**src/rtl/phase_seq_gen_pkg.sv**
```systemverilog
// Shared timing constants, channel indices and the phase-window rule for phase_seq_gen.
package cpu_timing_pkg;

    localparam int unsigned DEF_PERIOD = 32'd11;
    localparam int unsigned DEF_CW     = 32'd4;
    localparam int unsigned DEF_N_CH   = 32'd5;

    localparam logic [19:0] DEF_RISE_POS = {4'd10, 4'd7, 4'd5, 4'd0, 4'd4};
    localparam logic [19:0] DEF_FALL_POS = {4'd11, 4'd8, 4'd6, 4'd1, 4'd6};

    localparam int unsigned CH_ALU   = 32'd0;
    localparam int unsigned CH_FETCH = 32'd1;
    localparam int unsigned CH_CTL   = 32'd2;
    localparam int unsigned CH_RAM   = 32'd3;
    localparam int unsigned CH_REG   = 32'd4;

    // Window [r, f) on the phase circle; r > f wraps through phase 0, r == f is never high.
    function automatic logic phase_in_win(input int unsigned p,
                                          input int unsigned r,
                                          input int unsigned f);
        logic hit;
        if (r == f) begin
            hit = 1'b0;
        end else if (r < f) begin
            hit = (p >= r) && (p < f);
        end else begin
            hit = (p >= r) || (p < f);
        end
        return hit;
    endfunction

endpackage

```
**src/rtl/phase_seq_gen_if.sv**
```systemverilog
// Control/status bundle of phase_seq_gen; step-mode signals exist only with PHASE_SEQ_STEP_EN.
interface phase_seq_gen_if
    import cpu_timing_pkg::*;
#(
    parameter int unsigned CW   = DEF_CW,
    parameter int unsigned N_CH = DEF_N_CH
);
    logic            adv;
    logic            restart;
    logic [CW-1:0]   phase;
    logic [N_CH-1:0] ph_out;
    logic            cycle_start;
    logic            cycle_end;
`ifdef PHASE_SEQ_STEP_EN
    logic            step_mode;
    logic            step_req;
    logic            halted;

    modport master (output adv, restart, step_mode, step_req,
                    input  phase, ph_out, cycle_start, cycle_end, halted);
    modport slave  (input  adv, restart, step_mode, step_req,
                    output phase, ph_out, cycle_start, cycle_end, halted);
`else
    modport master (output adv, restart,
                    input  phase, ph_out, cycle_start, cycle_end);
    modport slave  (input  adv, restart,
                    output phase, ph_out, cycle_start, cycle_end);
`endif
endinterface

```
**src/rtl/phase_win_reg.sv**
```systemverilog
// One registered phase strobe: high while the upcoming phase lies inside window [R, F).
module phase_win_reg
    import cpu_timing_pkg::*;
#(
    parameter int unsigned CW = DEF_CW,
    parameter int unsigned R  = 32'd0,
    parameter int unsigned F  = 32'd1
) (
    input  logic          clk,
    input  logic          rst,
    input  logic [CW-1:0] next_phase,
    input  logic          hold,
    output logic          q
);
    localparam logic RST_VAL = phase_in_win(32'd0, R, F);

    // Strobe register, computed from next_phase so it lines up with the phase register.
    always_ff @(posedge clk or posedge rst) begin
        if (rst) begin
            q <= RST_VAL;
        end else if (!hold) begin
            q <= phase_in_win(32'(next_phase), R, F);
        end
    end
endmodule

```
**src/rtl/phase_seq_gen.sv**
```systemverilog
// Multi-phase timing generator: shared phase counter plus N_CH registered window strobes.
// Optional single-step debug mode is compiled in with macro PHASE_SEQ_STEP_EN.
module phase_seq_gen
    import cpu_timing_pkg::*;
#(
    parameter int unsigned            PERIOD   = DEF_PERIOD,
    parameter int unsigned            N_CH     = DEF_N_CH,
    parameter int unsigned            CW       = DEF_CW,
    parameter logic [N_CH*CW-1:0]     RISE_POS = DEF_RISE_POS,
    parameter logic [N_CH*CW-1:0]     FALL_POS = DEF_FALL_POS
) (
    input logic           clk_100M,
    input logic           rst,
    phase_seq_gen_if.slave bus
);
    localparam logic [CW-1:0] LAST = CW'(PERIOD - 32'd1);

    logic [CW-1:0]   phase_r;
    logic [CW-1:0]   next_phase_s;
    logic            hold_s;
    logic            adv_eff_s;
    logic            cycle_start_r;
    logic            cycle_end_r;
    logic [N_CH-1:0] ph_s;

    if ((32'd1 << CW) <= PERIOD) begin : g_bad_cw
        $error("phase_seq_gen: 2**CW must exceed PERIOD");
    end
    if (PERIOD < 32'd2) begin : g_bad_period
        $error("phase_seq_gen: PERIOD must be at least 2");
    end
    if ($bits(bus.phase) != CW || $bits(bus.ph_out) != N_CH) begin : g_bad_if
        $error("phase_seq_gen: interface widths do not match CW/N_CH");
    end

`ifdef PHASE_SEQ_STEP_EN
    logic halted_r;
    logic halted_next_s;

    // Halt bookkeeping: set on a wrap in step mode, released by step_req together with adv.
    always_comb begin
        halted_next_s = halted_r;
        adv_eff_s     = bus.adv && (!(halted_r && bus.step_mode) || bus.step_req);
        if (bus.restart || !bus.step_mode) begin
            halted_next_s = 1'b0;
        end else if (halted_r) begin
            halted_next_s = !(bus.step_req && bus.adv);
        end else if (bus.adv && (phase_r == LAST)) begin
            halted_next_s = 1'b1;
        end else begin
            halted_next_s = 1'b0;
        end
    end

    // Halt flag register.
    always_ff @(posedge clk_100M or posedge rst) begin
        if (rst) begin
            halted_r <= 1'b0;
        end else begin
            halted_r <= halted_next_s;
        end
    end

    assign bus.halted = halted_r;
`else
    assign adv_eff_s = bus.adv;
`endif

    // Next-phase selection: restart beats stall, stall beats wrap/increment.
    always_comb begin
        next_phase_s = phase_r;
        hold_s       = 1'b1;
        if (bus.restart) begin
            next_phase_s = '0;
            hold_s       = 1'b0;
        end else if (!adv_eff_s) begin
            next_phase_s = phase_r;
            hold_s       = 1'b1;
        end else if (phase_r == LAST) begin
            next_phase_s = '0;
            hold_s       = 1'b0;
        end else begin
            next_phase_s = phase_r + CW'(1);
            hold_s       = 1'b0;
        end
    end

    // Phase counter and cycle markers, all taken from next_phase to stay aligned.
    always_ff @(posedge clk_100M or posedge rst) begin
        if (rst) begin
            phase_r       <= '0;
            cycle_start_r <= 1'b1;
            cycle_end_r   <= 1'b0;
        end else begin
            phase_r       <= next_phase_s;
            cycle_start_r <= (next_phase_s == '0);
            cycle_end_r   <= (next_phase_s == LAST);
        end
    end

    for (genvar i = 0; i < N_CH; i++) begin : g_ch
        localparam int unsigned R_I = 32'(RISE_POS[i*CW +: CW]);
        localparam int unsigned F_I = 32'(FALL_POS[i*CW +: CW]);

        if (R_I >= PERIOD || F_I > PERIOD) begin : g_bad_win
            $error("phase_seq_gen: channel window outside 0..PERIOD");
        end

        phase_win_reg #(
            .CW (CW),
            .R  (R_I),
            .F  (F_I)
        ) u_win (
            .clk        (clk_100M),
            .rst        (rst),
            .next_phase (next_phase_s),
            .hold       (hold_s),
            .q          (ph_s[i])
        );
    end

    assign bus.phase       = phase_r;
    assign bus.ph_out      = ph_s;
    assign bus.cycle_start = cycle_start_r;
    assign bus.cycle_end   = cycle_end_r;
endmodule

```
**src/flat_wrapper.sv**
```systemverilog
// flat-port wrapper written by rule: the top's interface ports become plain ports
module phase_seq_gen_flat import cpu_timing_pkg::*;
#(
    parameter int unsigned            PERIOD   = DEF_PERIOD,
    parameter int unsigned            N_CH     = DEF_N_CH,
    parameter int unsigned            CW       = DEF_CW,
    parameter logic [N_CH*CW-1:0]     RISE_POS = DEF_RISE_POS,
    parameter logic [N_CH*CW-1:0]     FALL_POS = DEF_FALL_POS
)
  (clk_100M, rst, bus_adv, bus_restart, bus_phase, bus_ph_out, bus_cycle_start, bus_cycle_end);
  phase_seq_gen_if #(.CW(CW), .N_CH(N_CH)) bus_i ();
  input logic clk_100M;
  input logic rst;
  input wire logic [$bits(bus_i.adv)-1:0] bus_adv;
  input wire logic [$bits(bus_i.restart)-1:0] bus_restart;
  output wire logic [$bits(bus_i.phase)-1:0] bus_phase;
  output wire logic [$bits(bus_i.ph_out)-1:0] bus_ph_out;
  output wire logic [$bits(bus_i.cycle_start)-1:0] bus_cycle_start;
  output wire logic [$bits(bus_i.cycle_end)-1:0] bus_cycle_end;
  assign bus_i.adv = bus_adv;
  assign bus_i.restart = bus_restart;
  assign bus_phase = bus_i.phase;
  assign bus_ph_out = bus_i.ph_out;
  assign bus_cycle_start = bus_i.cycle_start;
  assign bus_cycle_end = bus_i.cycle_end;
  phase_seq_gen #(.PERIOD(PERIOD), .N_CH(N_CH), .CW(CW), .RISE_POS(RISE_POS), .FALL_POS(FALL_POS)) u_core (.clk_100M(clk_100M), .rst(rst), .bus(bus_i));
endmodule
```
**config.mk**
```make
export PLATFORM = sky130hd
export DESIGN_NAME = phase_seq_gen_flat
export DESIGN_NICKNAME = d
export VERILOG_FILES = /design/src/rtl/phase_seq_gen_pkg.sv /design/src/rtl/phase_seq_gen_if.sv /design/src/rtl/phase_win_reg.sv /design/src/rtl/phase_seq_gen.sv /design/src/flat_wrapper.sv
export SDC_FILE = /design/constraint.sdc
export NUM_CORES = 1
export LEC_CHECK = 0
export ABC_AREA = 1
export BUFFER_PORTS_ARGS = -buffer_cell sky130_fd_sc_hd__buf_4
export CAP_MARGIN = 15
export CORE_AREA = 4 4 41 43
export CTS_CLUSTER_DIAMETER = 120
export CTS_CLUSTER_SIZE = 16
export DETAILED_ROUTE_END_ITERATION = 7
export DIE_AREA = 0 0 45 47
export GPL_TIMING_DRIVEN = 0
export PLACE_DENSITY = 0.84
export SYNTH_ARGS = -nofsm -noshare
export SYNTH_HDL_FRONTEND = slang
export SYNTH_SLANG_ARGS = --single-unit
```
**constraint.sdc**
```tcl
create_clock -name clk_100M -period 1.5 [get_ports clk_100M]
set_clock_uncertainty 0.05 [all_clocks]
set_input_delay 0.15 -clock clk_100M [delete_from_list [all_inputs] [get_ports clk_100M]]
set_output_delay 0.15 -clock clk_100M [all_outputs]
set_load 0.02 [all_outputs]
```
==> flow_summary.ini <==
[final_layout]
num-nets-final = 107
drive_above_1_share = 0.373
num_antenna_cells = 0
area_growth_pct = 27.6
n_fill_cell = 134
fin_cells = 117
final_util = 0.622

[route]
drc = 0
wirelength_mm = 1.30
wl_per_cell_microns = 11.1
vias_per_cell = 4.85
drt_iter0_markers = 14
num_vias = 567
dr.pass1.iters = 4
ant_nets = 0

[timing]
tightest_slew_ns = 0.395
final_hold_viol_count = 0
fin_hold_ws_ns = 0.113
slew_viol_final = 0
setup_viol_count_final = 0
min_period_ns = 1.36
relSlewSlack = 0.737
fin_crit_sh = 0.909
finalSetupTns_ns = 0
max_freq_mhz = 733
setup_ws_ns = 0.136
rsz0062_at_grt = no

[min_path]
worstHoldStart = bus_restart
hp-class = in -> reg

[synthesis]
yosysTopAreaCellShare = 0.355
synthTopCellsByArea = dfrtp_1, nand2_1, dfstp_2
synth-seq-area-share = 0.438
avgSynthCellArea_sq_um = 7.83
yosys-mux-area-fraction = 0
synthesis.nets = 85
synth.distinct_cells = 18
yosysTopAreaCell = dfrtp_1
netlist_instances = 81
synth_compound_gate_area_share = 0.0493
synth-simple-area-share = 0.359
synth_top_family_by_area = simple AND/OR/NAND/NOR gates
ys_seq_elements = 11
syn-cell-area_sq_um = 634
ys_warn_count = 0
synth_fa_ha_area_frac = 0
synth-xor-area-share = 0

[setup_path]
r2r-start = u_core.bus.phase[0]
end_kind = flop
critPathKind = reg -> reg
critPathRequiredTime_ns = 1.61
crit_arrival_ns = 1.47
critPathLaunch = u_core.bus.phase[0]
worstPathMaxFanout = 8
start_kind = flop

[pwr]
ir_worst_vdd_uv = 502
power_density_nw_per_um2 = 791
leakage_nw = 0.472

[global_routing]
antenna_found_initial = 0
grt_overflow = 0
grt_max_degree = 12
grt_pass1_wl_mm = 2.03
grt_pass1_vias = 476
grtUsageTotal = 0.137

[clock_network]
insertion_delay_ns = 0.27
cts_tree = built
htreeDepth = 1
cts_buffer_depth = 2
post_cts_resized = 0
clk_pin_slew_ns = 0.06
cts_made_buffers = 3
clock-root-buffer = clkbuf_4
clkSinkCount = 11

[floorplan]
core_area_sq_um = 1300
die_w_microns = 45
die_h_microns = 47
start_util = 0.487
dieArea_sq_um = 2120
ios = 15
row_count = 13

[placement]
gp_congestion = 0.856
post-dp-hpwl_microns = 949
portBuffers = 14
place_ws_ns = 0.146
dp.cells = 110

[outcome]
outcome = finished clean

[job]
maxCapViolations = 0
[layout by cell type (no fill, tap or decap)]
master / count
nand2_2: 2
buf_6: 1
nand3_2: 3
clkbuf_4: 3
nor2_2: 2
dfstp_2: 2
nor3_1: 1
a21oi_4: 1
dlygate4sd3_1: 1
clkbuf_1: 1
a21oi_1: 1
inv_2: 2
nand3_1: 7
nand4_1: 2
dfrtp_1: 9
nand2_4: 1
o21ai_1: 2
inv_1: 11
buf_4: 21
nand2_1: 22
nor2_1: 7
[per-stage QoR]
stage / area (sq um) / power, mW
finish: 810 / 0.640
global route: 810 / 0.677
CTS: 795 / 0.643
detailed placement: 758 / 0.445
global placement: 758 / 0.442
floorplan: 634 / 0.405
[synthesized netlist by cell type]
cell type,n
dfrtp_1,9
nand2_1,22
nor2_1,7
buf_6,1
buf_4,5
nor2_2,2
nand4_1,2
inv_2,2
o21ai_1,2
nand2_4,1
nand3_1,7
nand3_2,3
dfstp_2,2
inv_1,11
a21oi_4,1
nor3_1,1
nand2_2,2
a21oi_1,1
[worst paths after layout]
| path | slack [ns] | depth (start not counted) | end |
|---|---|---|---|
| min in group asynchronous | 0.37 | 3 | u_core.g_ch[4].u_win.q |
| setup / recovery | 0.14 | 7 | u_core.g_ch[0].u_win.q |
| max in group asynchronous | 0.71 | 3 | u_core.bus.cycle_start |
| hold reg to reg | 0.42 | 2 | u_core.g_ch[1].u_win.q |
| setup reg to reg | 0.14 | 7 | u_core.g_ch[0].u_win.q |
| hold / removal | 0.11 | 4 | u_core.g_ch[1].u_win.q |
[power breakdown]
group / switching (mW) / total (mW) / internal (mW)
combinational: 0.0704 / 0.122 / 0.0519
sequential: 0.00944 / 0.324 / 0.315
clock: 0.0909 / 0.194 / 0.103
total: 0.171 / 0.640 / 0.469
[cells by family (layout without fill, tap and decap cells)]
group	Yosys count	in the layout
AOI/OAI and AO/OA	4	4
buffers and inverters	19	40
DFF	11	11
and+or+nand+nor	47	47
[flip-flops by register name, summed over array words and instances, names as in the netlist]
register / count
u_core.g_ch.u_win.q: 5
u_core.bus.phase: 4
u_core.bus.cycle_end: 1
u_core.bus.cycle_start: 1
[critical path, stage by stage (launching register included)]
cell and delay (ns):
dfrtp_1 0.39, buf_6 0.14, inv_1 0.08, o21ai_1 0.11, a21oi_4 0.22, nand2_1 0.08
nor2_1 0.11, o21ai_1 0.07
[per-layer routing]
metal / share of wire / wire (microns) / track usage / vias to the layer above
met1: 0.40 / 514 / 0.175 / 249
met5: 0 / 0 / 0 / -
li1: - / - / - / 289
met3: 0.076 / 98 / 0.0613 / 5
met2: 0.51 / 659 / 0.198 / 24
met4: 0.018 / 23 / 0.0702 / 0
[layout make-up]
cell class | count | area [sq um] | share of cell area
timing repair buffer | 17 | 130 | 0.161
tap | 15 | 18.8 | 0.0232
buffer | 6 | 48.8 | 0.0603
sequential | 11 | 278 | 0.343
inverter | 13 | 48.8 | 0.0603
multi-input combinational | 51 | 259 | 0.320
clock buffer | 4 | 26.3 | 0.0325
[timing repair]
item                                   CTS  global route
buffers inserted                         0             2
endpoints found under the hold margin    9             0
setup endpoints to repair                0             1
hold buffers                             1             0
Note: power is estimated with default switching activity, not from simulation.
